### config.mk
export PLATFORM = sky130hd
export DESIGN_NAME = mem_bus_arbiter
export DESIGN_NICKNAME = d
export VERILOG_FILES = /design/src/rtl/mem_bus_arbiter_pkg.sv /design/src/rtl/mem_bus_arbiter_starve_counter.sv /design/src/rtl/mem_bus_arbiter.sv
export SDC_FILE = /design/constraint.sdc
export NUM_CORES = 1
export LEC_CHECK = 0
export CORE_AREA = 2 2 198 200
export DETAILED_ROUTE_END_ITERATION = 12
export DIE_AREA = 0 0 200 202
export GPL_TIMING_DRIVEN = 0
export HOLD_SLACK_MARGIN = 0.05
export PLACE_DENSITY_LB_ADDON = 0.2
export SLEW_MARGIN = 5
export SYNTH_ARGS = -nofsm -noshare
export SYNTH_HDL_FRONTEND = slang
export SYNTH_HIERARCHICAL = 1
export SYNTH_SLANG_ARGS = --single-unit
### constraint.sdc
create_clock -name clk -period 3.2 [get_ports clk]
set_clock_uncertainty 0.1 [all_clocks]
set_input_delay 0.48 -clock clk [delete_from_list [all_inputs] [get_ports clk]]
set_output_delay 0.48 -clock clk [all_outputs]
set_load 0.02 [all_outputs]
### src/rtl/mem_bus_arbiter_pkg.sv
// Shared types for the ibus/dbus memory-port arbiter: bus request/response
// structs, arbiter states and the fixed ibus access size.
package mem_bus_arbiter_pkg;

    typedef struct packed {
        logic        valid;
        logic [63:0] addr;
    } ibus_req_t;

    typedef struct packed {
        logic        addr_ok;
        logic        data_ok;
        logic [31:0] data;
    } ibus_resp_t;

    typedef struct packed {
        logic        valid;
        logic [63:0] addr;
        logic [2:0]  size;
        logic [7:0]  strobe;
        logic [63:0] data;
    } dbus_req_t;

    typedef struct packed {
        logic        addr_ok;
        logic        data_ok;
        logic [63:0] data;
    } dbus_resp_t;

    typedef struct packed {
        logic        valid;
        logic        is_write;
        logic [63:0] addr;
        logic [2:0]  size;
        logic [7:0]  strobe;
        logic [63:0] data;
    } mem_req_t;

    typedef struct packed {
        logic        ready;
        logic [63:0] data;
    } mem_resp_t;

    typedef enum logic [2:0] {
        ARB_IDLE,
        ARB_BUSY_I,
        ARB_BUSY_D,
        ARB_RESP_I,
        ARB_RESP_D
    } arb_state_t;

    localparam logic [2:0] MEM_SIZE_WORD = 3'b010;

    // Instruction words are 32-bit; addr[2] picks the half of the 64-bit beat.
    function automatic logic [31:0] ibus_word(input logic [63:0] beat, input logic hi);
        return hi ? beat[63:32] : beat[31:0];
    endfunction

endpackage

### src/rtl/mem_bus_arbiter_starve_counter.sv
// Saturating count of dbus grants made while ibus was waiting; sat forces
// the next grant to ibus.
module mem_bus_arbiter_starve_counter #(
    parameter int STARVE_LIMIT = 8
) (
    input  logic clk,
    input  logic rst,
    input  logic inc,
    input  logic clr,
    output logic sat
);

    localparam int CNT_W = $clog2(STARVE_LIMIT + 1);

    logic [CNT_W-1:0] cnt_q, cnt_d;

    assign sat = (cnt_q == CNT_W'(STARVE_LIMIT));

    always_comb begin
        cnt_d = cnt_q;
        if (clr) begin
            cnt_d = '0;
        end else if (inc && !sat) begin
            cnt_d = cnt_q + CNT_W'(1);
        end
    end

    always_ff @(posedge clk) begin
        if (rst) begin
            cnt_q <= '0;
        end else begin
            cnt_q <= cnt_d;
        end
    end

endmodule

### src/rtl/mem_bus_arbiter.sv
// Single-beat arbiter sharing one memory port between ibus and dbus; dbus has
// priority, bounded by a starvation counter that eventually forces ibus.
module mem_bus_arbiter
    import mem_bus_arbiter_pkg::*;
#(
    parameter int STARVE_LIMIT = 8
) (
    input  logic       clk,
    input  logic       rst,
    input  ibus_req_t  ireq,
    output ibus_resp_t iresp,
    input  dbus_req_t  dreq,
    output dbus_resp_t dresp,
    output mem_req_t   mreq,
    input  mem_resp_t  mresp
);

    arb_state_t  state_q, state_d;
    mem_req_t    mreq_q, mreq_d;
    logic [63:0] rdata_q, rdata_d;
    logic        ihi_q, ihi_d;
    logic        sat, force_i, cnt_inc, cnt_clr;

    mem_bus_arbiter_starve_counter #(
        .STARVE_LIMIT(STARVE_LIMIT)
    ) u_starve (
        .clk (clk),
        .rst (rst),
        .inc (cnt_inc),
        .clr (cnt_clr),
        .sat (sat)
    );

    assign force_i = ireq.valid && sat;

    always_comb begin
        state_d = state_q;
        mreq_d  = mreq_q;
        rdata_d = rdata_q;
        ihi_d   = ihi_q;
        cnt_inc = 1'b0;
        cnt_clr = 1'b0;
        case (state_q)
            ARB_IDLE: begin
                if (dreq.valid && !force_i) begin
                    mreq_d.valid    = 1'b1;
                    mreq_d.is_write = |dreq.strobe;
                    mreq_d.addr     = dreq.addr;
                    mreq_d.size     = dreq.size;
                    mreq_d.strobe   = dreq.strobe;
                    mreq_d.data     = dreq.data;
                    cnt_inc         = ireq.valid;
                    cnt_clr         = !ireq.valid;
                    state_d         = ARB_BUSY_D;
                end else if (ireq.valid) begin
                    mreq_d.valid    = 1'b1;
                    mreq_d.is_write = 1'b0;
                    mreq_d.addr     = ireq.addr;
                    mreq_d.size     = MEM_SIZE_WORD;
                    mreq_d.strobe   = '0;
                    mreq_d.data     = '0;
                    ihi_d           = ireq.addr[2];
                    cnt_clr         = 1'b1;
                    state_d         = ARB_BUSY_I;
                end
            end
            ARB_BUSY_I, ARB_BUSY_D: begin
                // Request fields stay frozen until memory accepts the beat.
                if (mresp.ready) begin
                    rdata_d      = mresp.data;
                    mreq_d.valid = 1'b0;
                    state_d      = (state_q == ARB_BUSY_I) ? ARB_RESP_I : ARB_RESP_D;
                end
            end
            ARB_RESP_I, ARB_RESP_D: begin
                state_d = ARB_IDLE;
            end
            default: begin
                state_d = ARB_IDLE;
            end
        endcase
    end

    always_ff @(posedge clk) begin
        if (rst) begin
            state_q <= ARB_IDLE;
            mreq_q  <= '0;
            rdata_q <= '0;
            ihi_q   <= 1'b0;
        end else begin
            state_q <= state_d;
            mreq_q  <= mreq_d;
            rdata_q <= rdata_d;
            ihi_q   <= ihi_d;
        end
    end

    assign mreq          = mreq_q;
    assign iresp.addr_ok = (state_q == ARB_RESP_I);
    assign iresp.data_ok = (state_q == ARB_RESP_I);
    assign iresp.data    = ibus_word(rdata_q, ihi_q);
    assign dresp.addr_ok = (state_q == ARB_RESP_D);
    assign dresp.data_ok = (state_q == ARB_RESP_D);
    assign dresp.data    = rdata_q;

endmodule

# After elaboration in Yosys (flattened, before gate mapping)
# Cells that the tools add are included.
# op_classes
add_sub_neg	1
muxes	15
eq_ne	7
n_bitwise	1
n_reduce_logical	17
# ops
operator	count
$mux 141	2
$mux 32	1
$mux 3	4
$reduce_or 8->1	1
$eq 3x2->1 const B	2
$mux 1	6
$pmux 3 s2	1
$reduce_and 2->1	3
$reduce_and 3->1	2
$add 4x1->4 const B	1
$eq 4x4->1 const B	1
$reduce_bool 2->1	2
$reduce_or 2->1	2
$eq 3x1->1 const B	1
$eq 3x3->1 const B	1
$logic_and 1x1->1	3
$logic_not 1->1	3
$logic_not 3->1	1
$ne 3x3->1 const B	1
$ne 2x2->1 const B	1
$pmux 1 s2	1
$not 1->1	1
# word_totals
word_cells	51
regBits	213

# Logic depth before layout (Yosys ltp)
# Gate-level depths: netlist of run 1.
# depth
depth_word	7
depth_mapped	14

# Modules after synthesis
# Netlist of run 1, hierarchy kept.
# modules_own_cells
module	seq_area_each_um2	instances	area_per_inst_um2	cells_per_inst
mem_bus_arbiter	4184.0	1	8989.9	1046
mem_bus_arbiter_starve_counter	80.1	1	224.0	25

# Worst setup path before layout of run 1
# OpenSTA, ideal clock, no wires.
# synth_timing
kind	register to register
start	register u_starve.cnt_q[0]
end	register mreq_q, in the netlist mreq[104]
setup_ps	134
t_required_ps	2966
setup_slack_ps	390
path_stages_with_launch	15
t_arrival_ps	2576
n_path_buf	4
cell_sequence	dfxtp_1 inv_1 ha_1 nand3b_4 inv_2 a21boi_1 inv_2 clkbuf_1 ha_1 or4_4 buf_6 buf_6 buf_2 a21oi_1 a211oi_1
# synth_between
elab_chain_len	6
elab_cells_between_ends	7
classes_between	eq/ne: 1; mux: 1; reduce/logical: 5
# synth_rtl
element	line	source
from (decl)	mem_bus_arbiter_starve_counter.sv:15	logic [CNT_W-1:0] cnt_q, cnt_d;
from (signal assigned)	mem_bus_arbiter_starve_counter.sv:32	cnt_q <= cnt_d;
$eq 4x4->1 *	mem_bus_arbiter_starve_counter.sv:17	assign sat = (cnt_q == CNT_W'(STARVE_LIMIT));
named net sat	mem_bus_arbiter.sv:22	logic sat, force_i, cnt_inc, cnt_clr;
$logic_and 1x1->1 *	mem_bus_arbiter.sv:34	assign force_i = ireq.valid && sat;
$logic_not 1->1 *	mem_bus_arbiter.sv:45	if (dreq.valid && !force_i) begin
$logic_and 1x1->1 *	mem_bus_arbiter.sv:45	
$reduce_bool 2->1 (no source line)	-	
$reduce_and 2->1 (no source line)	-	
to (signal assigned)	mem_bus_arbiter.sv:92	mreq_q <= mreq_d;
to (decl)	mem_bus_arbiter.sv:19	mem_req_t mreq_q, mreq_d;
# The timed path passes the listed nets; every way through them passes the cells marked *.
# A chain may end at the register's enable or synchronous reset.

==> impl_results.md, run 1 <==
- Finished Core Util: 41.8%
- Detail Placement HPWL: 30700 um
- Largest family of logic cells by synthesized area: simple AND/OR/NAND/NOR gates
- CTS tree: yes
- Largest net degree at the start of global routing: 20
- Cell area after synthesis: 9210 um2
- Max Used Layer: met4
- Hold worst-path end: mreq[15]
- Die H: 202 um
- Area share of the largest cell type after synthesis: 46.3%
- Layout cells sized above 1: 7.97%
- Final min period: 3.09 ns
- Initial DRC count: 421
- First-pass GRT wire length: 57300 um
- Routability Congestion: 0.845
- Count leader, synth: dfxtp_1
- Die area: 40400 um2
- Synthesis warning total: 6
- Seq/Total Area, Yosys: 46.3%
- WP data required: 2.62 ns
- Tightest Pin Transition: 0.782 ns
- Antenna violations before repair: 2
- Multi-input logic area: 4490 um2
- IO Pins: 513
- Synth-to-layout area growth: 73.6%
- Startpoint types: flip-flop
- Met1 wire length: 16200 um
- R2R setup slack: 0.17 ns
- Avg Synthesized Cell Area: 8.60 um2
- Slowest CP cell: clkdlybuf4s50_1
- Max Cap Violations: 0
- Hold depth: 2
- Metal2 WL: 19600 um
- R2R depth: 13
- CP endpoint kind: output port
- PnR worst setup slack: 0.114 ns
- Post-route ant nets: 0
- Post-synthesis simple-gate area fraction: 23.2%
- Syn nets: 1347
- Pre-CTS setup slack: -1.10 ns
- Distinct cells, synth: 40
- GRT overflow: 0
- Worst-path clk slew: 0.06 ns
- Core Region: 38300 um2
- Slew margin rel.: 47.9%
- Post-Synthesis Cells: 1071
- Seq. cell area: 4260 um2
- Status: finished, final reports clean
- Slew Viols, Final: 0
- Fill cells: 3849
- WL per Instance: 18.6 um
- Pleak: 5.81 nW
- Routed wire length: 40000 um
- Die span in x: 200 um
- Cell taking the most area after synthesis: dfxtp_1
- Clock tree buffer depth: 3
- Final hold vios: 0
- Post-synthesis xor/xnor area fraction: 0.190%
- # rows: 72
- Pwr Density: 538 nW/um2
- Router iterations before antenna repair: 5
- Num CTS Buffers: 27
- F_max: 324 MHz
- Synth top cells by count: dfxtp_1, a21oi_1, nand2_1
- Root buffer cell: clkbuf_16
- Post-synthesis mux area share: 10.9%
- Crit-path cells: clkbuf_1 > clkbuf_2 > mux2_2 > clkdlybuf4s50_1
- # setup viols final: 0
- Post-synth ARST share: 0%
- CP Data Arrival Time: 2.51 ns
- H-tree levels: 1
- Crit Path Class: flip-flop to output port
- Post-synth EDFFs: 0
- Adder-Cell Fraction of Synth Area: 0.543%
- Register bit total from synthesis: 213
- Post-CTS Hold Fix Bufs: 0
- Clk_lat worst skew: 0.54 ns
- Vias per cell: 4.43
- Worst r2r src: u_starve/cnt_q[0]
- Crit path max fanout: 10
- Met3 routed WL: 3240 um
- Hold Path Origin: mreq[15]
- CTS Sinks: 213
- Synth Area in Compound Gates: 13.7%
- Nets: 1887
- Final Cycle Share: 96.4%
- PortBufs: 512
- Via count: 9524
- Ranking of synthesized cells by area: dfxtp_1, nand2b_1, a21oi_1, mux2i_1, nand2_1
- Dominant synthesized flop cell: dfxtp_1
- Unrepaired setup endpoints after global routing: false
- Critical path's largest stage delay: 0.57 ns
- Vias in the first global route: 9312
- # DRC: 0
- Initial Utilization: 24.1%
- Maximum vdd drop: 286 uV
- Worst R2R End: mreq[103]
- Worst Hold Class: flip-flop to flip-flop
- Total Routing Usage GR: 18.5%
## cell usage in the layout (no fill, tap or decap), types with 6 or more instances in the layout
master,synthesis,routed
a211oi_1,65,65
a21oi_1,141,141
buf_2,25,25
buf_4,8,10
clkbuf_1,61,58
clkbuf_16,0,27
clkdlybuf4s50_1,0,512
clkinv_2,0,6
dfxtp_1,213,213
mux2_2,32,32
mux2i_1,64,64
nand2_1,141,141
nand2b_1,129,129
nand3_1,77,77
nor2_1,68,68
## layer usage
| layer | vias up | global-route usage (%) |
|---|---|---|
| li1 | 4727 | - |
| met1 | 4401 | 21.9 |
| met2 | 341 | 32.8 |
| met3 | 55 | 5.06 |
| met4 | 0 | 4.60 |
| met5 | - | 0 |
## critical path, delay by kind of cell, from the launching register on
family,cells,cell delay [ns]
buf+inv,3,1.28
flops,1,0.30
mux,1,0.37
## final cells by class
cell class,count,area share (%)
diodes,2,0.0313
flip-flops and latches,213,26.7
plain buffers,96,2.86
inverters,7,0.180
well taps,518,4.05
clock buffers,36,4.75
repair buffers,514,32.1
clock inverters,14,1.28
multi-input cells,752,28.1
## metrics by stage
| step | area, um2 | instances | hold slack, ns | power, mW | TNS (ns) |
|---|---|---|---|---|---|
| floorplan | 9210 | 1071 | 0.370 | 4.15 | 0 |
| global placement | 15000 | 2101 | 0.337 | 5.33 | -130.52 |
| detailed placement | 15000 | 2101 | 0.343 | 5.34 | -133.84 |
| CTS | 16000 | 2151 | 0.346 | 8.73 | 0 |
| global route | 16000 | 2151 | 0.362 | 8.98 | 0 |
| finish | 16000 | 2152 | 0.350 | 8.61 | 0 |
## state kept, by name, indices dropped and copies added (netlist names)
register / cells
u_starve/cnt_q: 4
mreq: 141
ihi_q: 1
rdata_q: 64
state_q: 3
## report_power, final
| part | switching (mW) | total, mW | internal, mW |
|---|---|---|---|
| sequential | 0.150 | 3.04 | 2.89 |
| clock | 1.27 | 3.33 | 2.07 |
| combinational | 1.14 | 2.24 | 1.09 |
| total | 2.56 | 8.61 | 6.05 |
## worst max-delay path by stage
stage | from | end | cells after the start
after detailed placement | ireq[64] | mreq[8] | 10
after global routing | u_starve/cnt_q[0] | mreq[102] | 13
after CTS | ihi_q | iresp[1] | 4
final | ihi_q | iresp[1] | 4
after global placement | ireq[64] | mreq[8] | 10
after floorplan | u_starve/cnt_q[0] | mreq[104] | 14
## kinds of logic (layout without fill, tap and decap cells)
logic type                 after synthesis  in the layout
AOI/OAI and AO/OA                      215            215
DFF                                    213            213
muxes                                   96             96
and+or+nand+nor                        435            435
other                                    0              2
xor gates and xnor gates                 2              2
adders and majority gates                4              4
buffers and inverters                  106            667
## timing repair
action / CTS / global route
setup endpoints to repair: 176 / 139
buffers inserted: 2 / 0
hold endpoints to repair: 0 / 0
gates resized for setup: 7 / 9
pin swaps: 1 / 1
(Power assumes the default switching activity.)
==> inputs of run 2 (changes only) <==
--- a/config.mk
+++ b/config.mk
@@ -5,11 +5,13 @@
 export SDC_FILE = /design/constraint.sdc
 export NUM_CORES = 1
 export LEC_CHECK = 0
-export CORE_AREA = 2 2 198 200
+export ABC_AREA = 1
+export CORE_AREA = 2 2 201 203
 export DETAILED_ROUTE_END_ITERATION = 12
-export DIE_AREA = 0 0 200 202
+export DIE_AREA = 0 0 203 205
 export GPL_TIMING_DRIVEN = 0
 export HOLD_SLACK_MARGIN = 0.05
+export MAX_ROUTING_LAYER = met4
 export PLACE_DENSITY_LB_ADDON = 0.2
 export SLEW_MARGIN = 5
 export SYNTH_ARGS = -nofsm -noshare
==> run 2 against run 1 <==
Routed wire length down 2.9%. Non-clock buffer count down 10. Synthesized cell count up 20%. Worst hold slack better by 0.013 ns. Global-route usage down 0.20 points. Clock power down 9.0%. Final cell count up 10%. Register-to-register slack better by 0.09 ns. First-iteration DRC count up 8.6%. Combinational power up 58%. Sequential power up 9.5%. Total power up 15%. Critical endpoint is now iresp[2].
==> impl_results.md, run 2 <==
- Die H: 205 um (was 202 um)
- CP endpoint kind: output port (unchanged)
- Synth-to-layout area growth: 74.7% (was 73.6%)
- GRT overflow: 0 (unchanged)
- Grt met1 use: 21.8% (was 21.9%)
- Routed wire length: 38800 um (was 40000 um)
- Layout cells sized above 1: 6.23% (was 7.97%)
- Pleak: 6.55 nW (was 5.81 nW)
- # rows: 73 (was 72)
- Clock tree buffer depth: 3 (unchanged)
- Vias per cell: 4.23 (was 4.43)
- Tightest Pin Transition: 0.690 ns (was 0.782 ns)
- WL per Instance: 16.4 um (was 18.6 um)
- Antenna violations before repair: 2 (unchanged)
- R2R depth: 15 (was 13)
- Router iterations before antenna repair: 5 (unchanged)
- Initial DRC count: 457 (was 421)
- PortBufs: 512 (unchanged)
- Detail Placement HPWL: 30500 um (was 30700 um)
- # DRC: 0 (unchanged)
- Unrepaired setup endpoints after global routing: false (unchanged)
- Worst R2R End: mreq[90] (was mreq[103])
- Hold Path Origin: mreq[140] (was mreq[15])
- Synth top cells by count: nand2_1, dfxtp_1, nor2_1 (was dfxtp_1, a21oi_1, nand2_1)
- Via count: 10043 (was 9524)
- Post-synth ARST share: 0% (unchanged)
- Routability Congestion: 0.883 (was 0.845)
- Worst Hold Class: flip-flop to flip-flop (unchanged)
- Cell area after synthesis: 8960 um2 (was 9210 um2)
- Post-route ant nets: 0 (unchanged)
- Worst-path clk slew: 0.06 ns (about the same)
- Setup TNS: 0 ns (unchanged)
- Die area: 41600 um2 (was 40400 um2)
- CP bufs+invs: 3 (unchanged)
- Syn nets: 1558 (was 1347)
- Maximum vdd drop: 355 uV (was 286 uV)
- # setup viols final: 0 (unchanged)
- Synthesis warning total: 6 (unchanged)
- Post-Synthesis Cells: 1282 (was 1071)
- Crit Path Class: flip-flop to output port (unchanged)
- Root buffer cell: clkbuf_16 (unchanged)
- Finished Core Util: 39.7% (was 41.8%)
- WP data required: 2.62 ns (about the same)
- F_max: 333 MHz (was 324 MHz)
- Nets: 2100 (was 1887)
- Dominant synthesized flop cell: dfxtp_1 (unchanged)
- Pwr Density: 633 nW/um2 (was 538 nW/um2)
- Commonest cells after routing, fill and taps aside: clkdlybuf4s50_1, nand2_1, dfxtp_1 (was clkdlybuf4s50_1, dfxtp_1, nand2_1, a21oi_1, nand2b_1)
- GRT Max-Usage Layer: met2 (unchanged)
- Post-CTS setup buffer count: 0 (was 2)
- IO Pins: 513 (unchanged)
- Seq/Total Area, Yosys: 47.6% (was 46.3%)
- Final hold vios: 0 (unchanged)
- Slew margin rel.: 53.6% (was 47.9%)
- CTS Sinks: 213 (unchanged)
- Top delay family on crit path: buffers and inverters (unchanged)
- Count leader, synth: nand2_1 (was dfxtp_1)
- Distinct cells, synth: 26 (was 40)
- Startpoint types: flip-flop (unchanged)
- Crit path max fanout: 10 (unchanged)
- Clk_lat worst skew: 0.56 ns (was 0.54 ns)
- Worst r2r src: u_starve/cnt_q[0] (unchanged)
- Hold worst-path end: mreq[140] (was mreq[15])
- Vias in the first global route: 9925 (was 9312)
- Post-CTS Hold Fix Bufs: 0 (unchanged)
- Initial Utilization: 22.8% (was 24.1%)
- R2R setup slack: 0.26 ns (was 0.17 ns)
- Post-synth EDFFs: 0 (unchanged)
- GRT met3 Usage: 4.06% (was 5.06%)
- Crit path depth: 5 (was 4)
- Hold depth: 2 (unchanged)
- Slew Viols, Final: 0 (unchanged)
- Critical path's largest stage delay: 0.64 ns (was 0.57 ns)
- Crit-path cells: clkbuf_1 > clkbuf_1 > nand2_1 > nand2_1 > clkdlybuf4s50_1 (was clkbuf_1 > clkbuf_2 > mux2_2 > clkdlybuf4s50_1)
- Most common cell after layout, fill and taps aside: clkdlybuf4s50_1 (unchanged)
- Slowest CP cell: clkdlybuf4s50_1 (unchanged)
- Ranking of synthesized cells by area: dfxtp_1, nand2_1, nand3_1, nor2_1, a21oi_1 (was dfxtp_1, nand2b_1, a21oi_1, mux2i_1, nand2_1)
- Final Cycle Share: 93.8% (was 96.4%)
- Core Region: 39400 um2 (was 38300 um2)
- Max Cap Violations: 0 (unchanged)
- Resized cells post-CTS: 6 (was 7)
- Num CTS Buffers: 28 (was 27)
- Cell taking the most area after synthesis: dfxtp_1 (unchanged)
- CP Data Arrival Time: 2.42 ns (was 2.51 ns)
- Met2 Usage GRT: 30.8% (was 32.8%)
- Total Routing Usage GR: 18.3% (was 18.5%)
- Die span in x: 203 um (was 200 um)
- CTS tree: yes (unchanged)
- Avg Synthesized Cell Area: 6.99 um2 (was 8.60 um2)
- First-pass GRT wire length: 57600 um (was 57300 um)
- Final min period: 3.00 ns (was 3.09 ns)
- Status: finished, final reports clean (unchanged)
- Largest net degree at the start of global routing: 15 (was 20)
- H-tree levels: 1 (unchanged)
- Register bit total from synthesis: 213 (unchanged)
- Area share of the largest cell type after synthesis: 47.6% (was 46.3%)
- Max reg flops: 141 (unchanged)
run 2: how the worst max path moves through the flow:
stage,start,to
global placement,ireq[64],mreq[133]
CTS,ihi_q,iresp[1]
global route,ihi_q,iresp[13]
finish,ihi_q,iresp[2]
detailed placement,ireq[64],mreq[130]
floorplan,u_starve/cnt_q[0],mreq[127]
run 2: final cells by class:
type / instances / area (um2)
Sequential cell: 213 / 4260
Timing Repair Buffer: 512 / 5120
Clock inverter: 10 / 92.6
Tap cell: 525 / 657
Clock buffer: 41 / 800
Fill cell: 4085 / 23700
Antenna cell: 2 / 5.00
Buffer: 88 / 419
Multi-Input combinational cell: 900 / 3980
Inverter: 81 / 304
run 2: kinds of logic after synthesis:
| kind of cell | after synthesis | share of synthesized area [%] |
|---|---|---|
| flops | 213 | 47.6 |
| simple gates | 748 | 35.6 |
| buf+inv | 169 | 8.00 |
| fa+ha+maj | 4 | 0.559 |
| compound gates | 148 | 8.28 |
run 2: worst min-delay path: stages (launching register included):
cell,delay [ns]
dfxtp_1,0.30
nand2_1,0.06
a21oi_1,0.05
run 2: routing by layer:
layer / up-vias / wire, um / part of all wire [%]
li1: 5125 / - / -
met1: 4531 / 16500 / 42
met2: 319 / 18700 / 48
met3: 68 / 2420 / 6.2
met4: 0 / 1180 / 3.0
met5: - / 0 / 0
run 2: per-stage QoR:
stage / area [um2] / hold WS (ns) / power, mW / worst slack (ns) / cells
finish: 15600 / 0.363 / 9.91 / 0.199 / 2372
global route: 15600 / 0.357 / 10.5 / 0.00536 / 2372
CTS: 15600 / 0.336 / 10.1 / 0.108 / 2370
detailed placement: 14700 / 0.354 / 6.96 / -0.378 / 2319
global placement: 14700 / 0.350 / 6.94 / -0.313 / 2319
floorplan: 8960 / 0.380 / 5.16 / 0.751 / 1282
run 2: report_power, final:
group	leakage, nW	internal, mW	switching (mW)
clock network	0.439	1.81	1.22
registers	1.75	3.07	0.259
logic	4.36	1.64	1.91
total	6.55	6.51	3.39
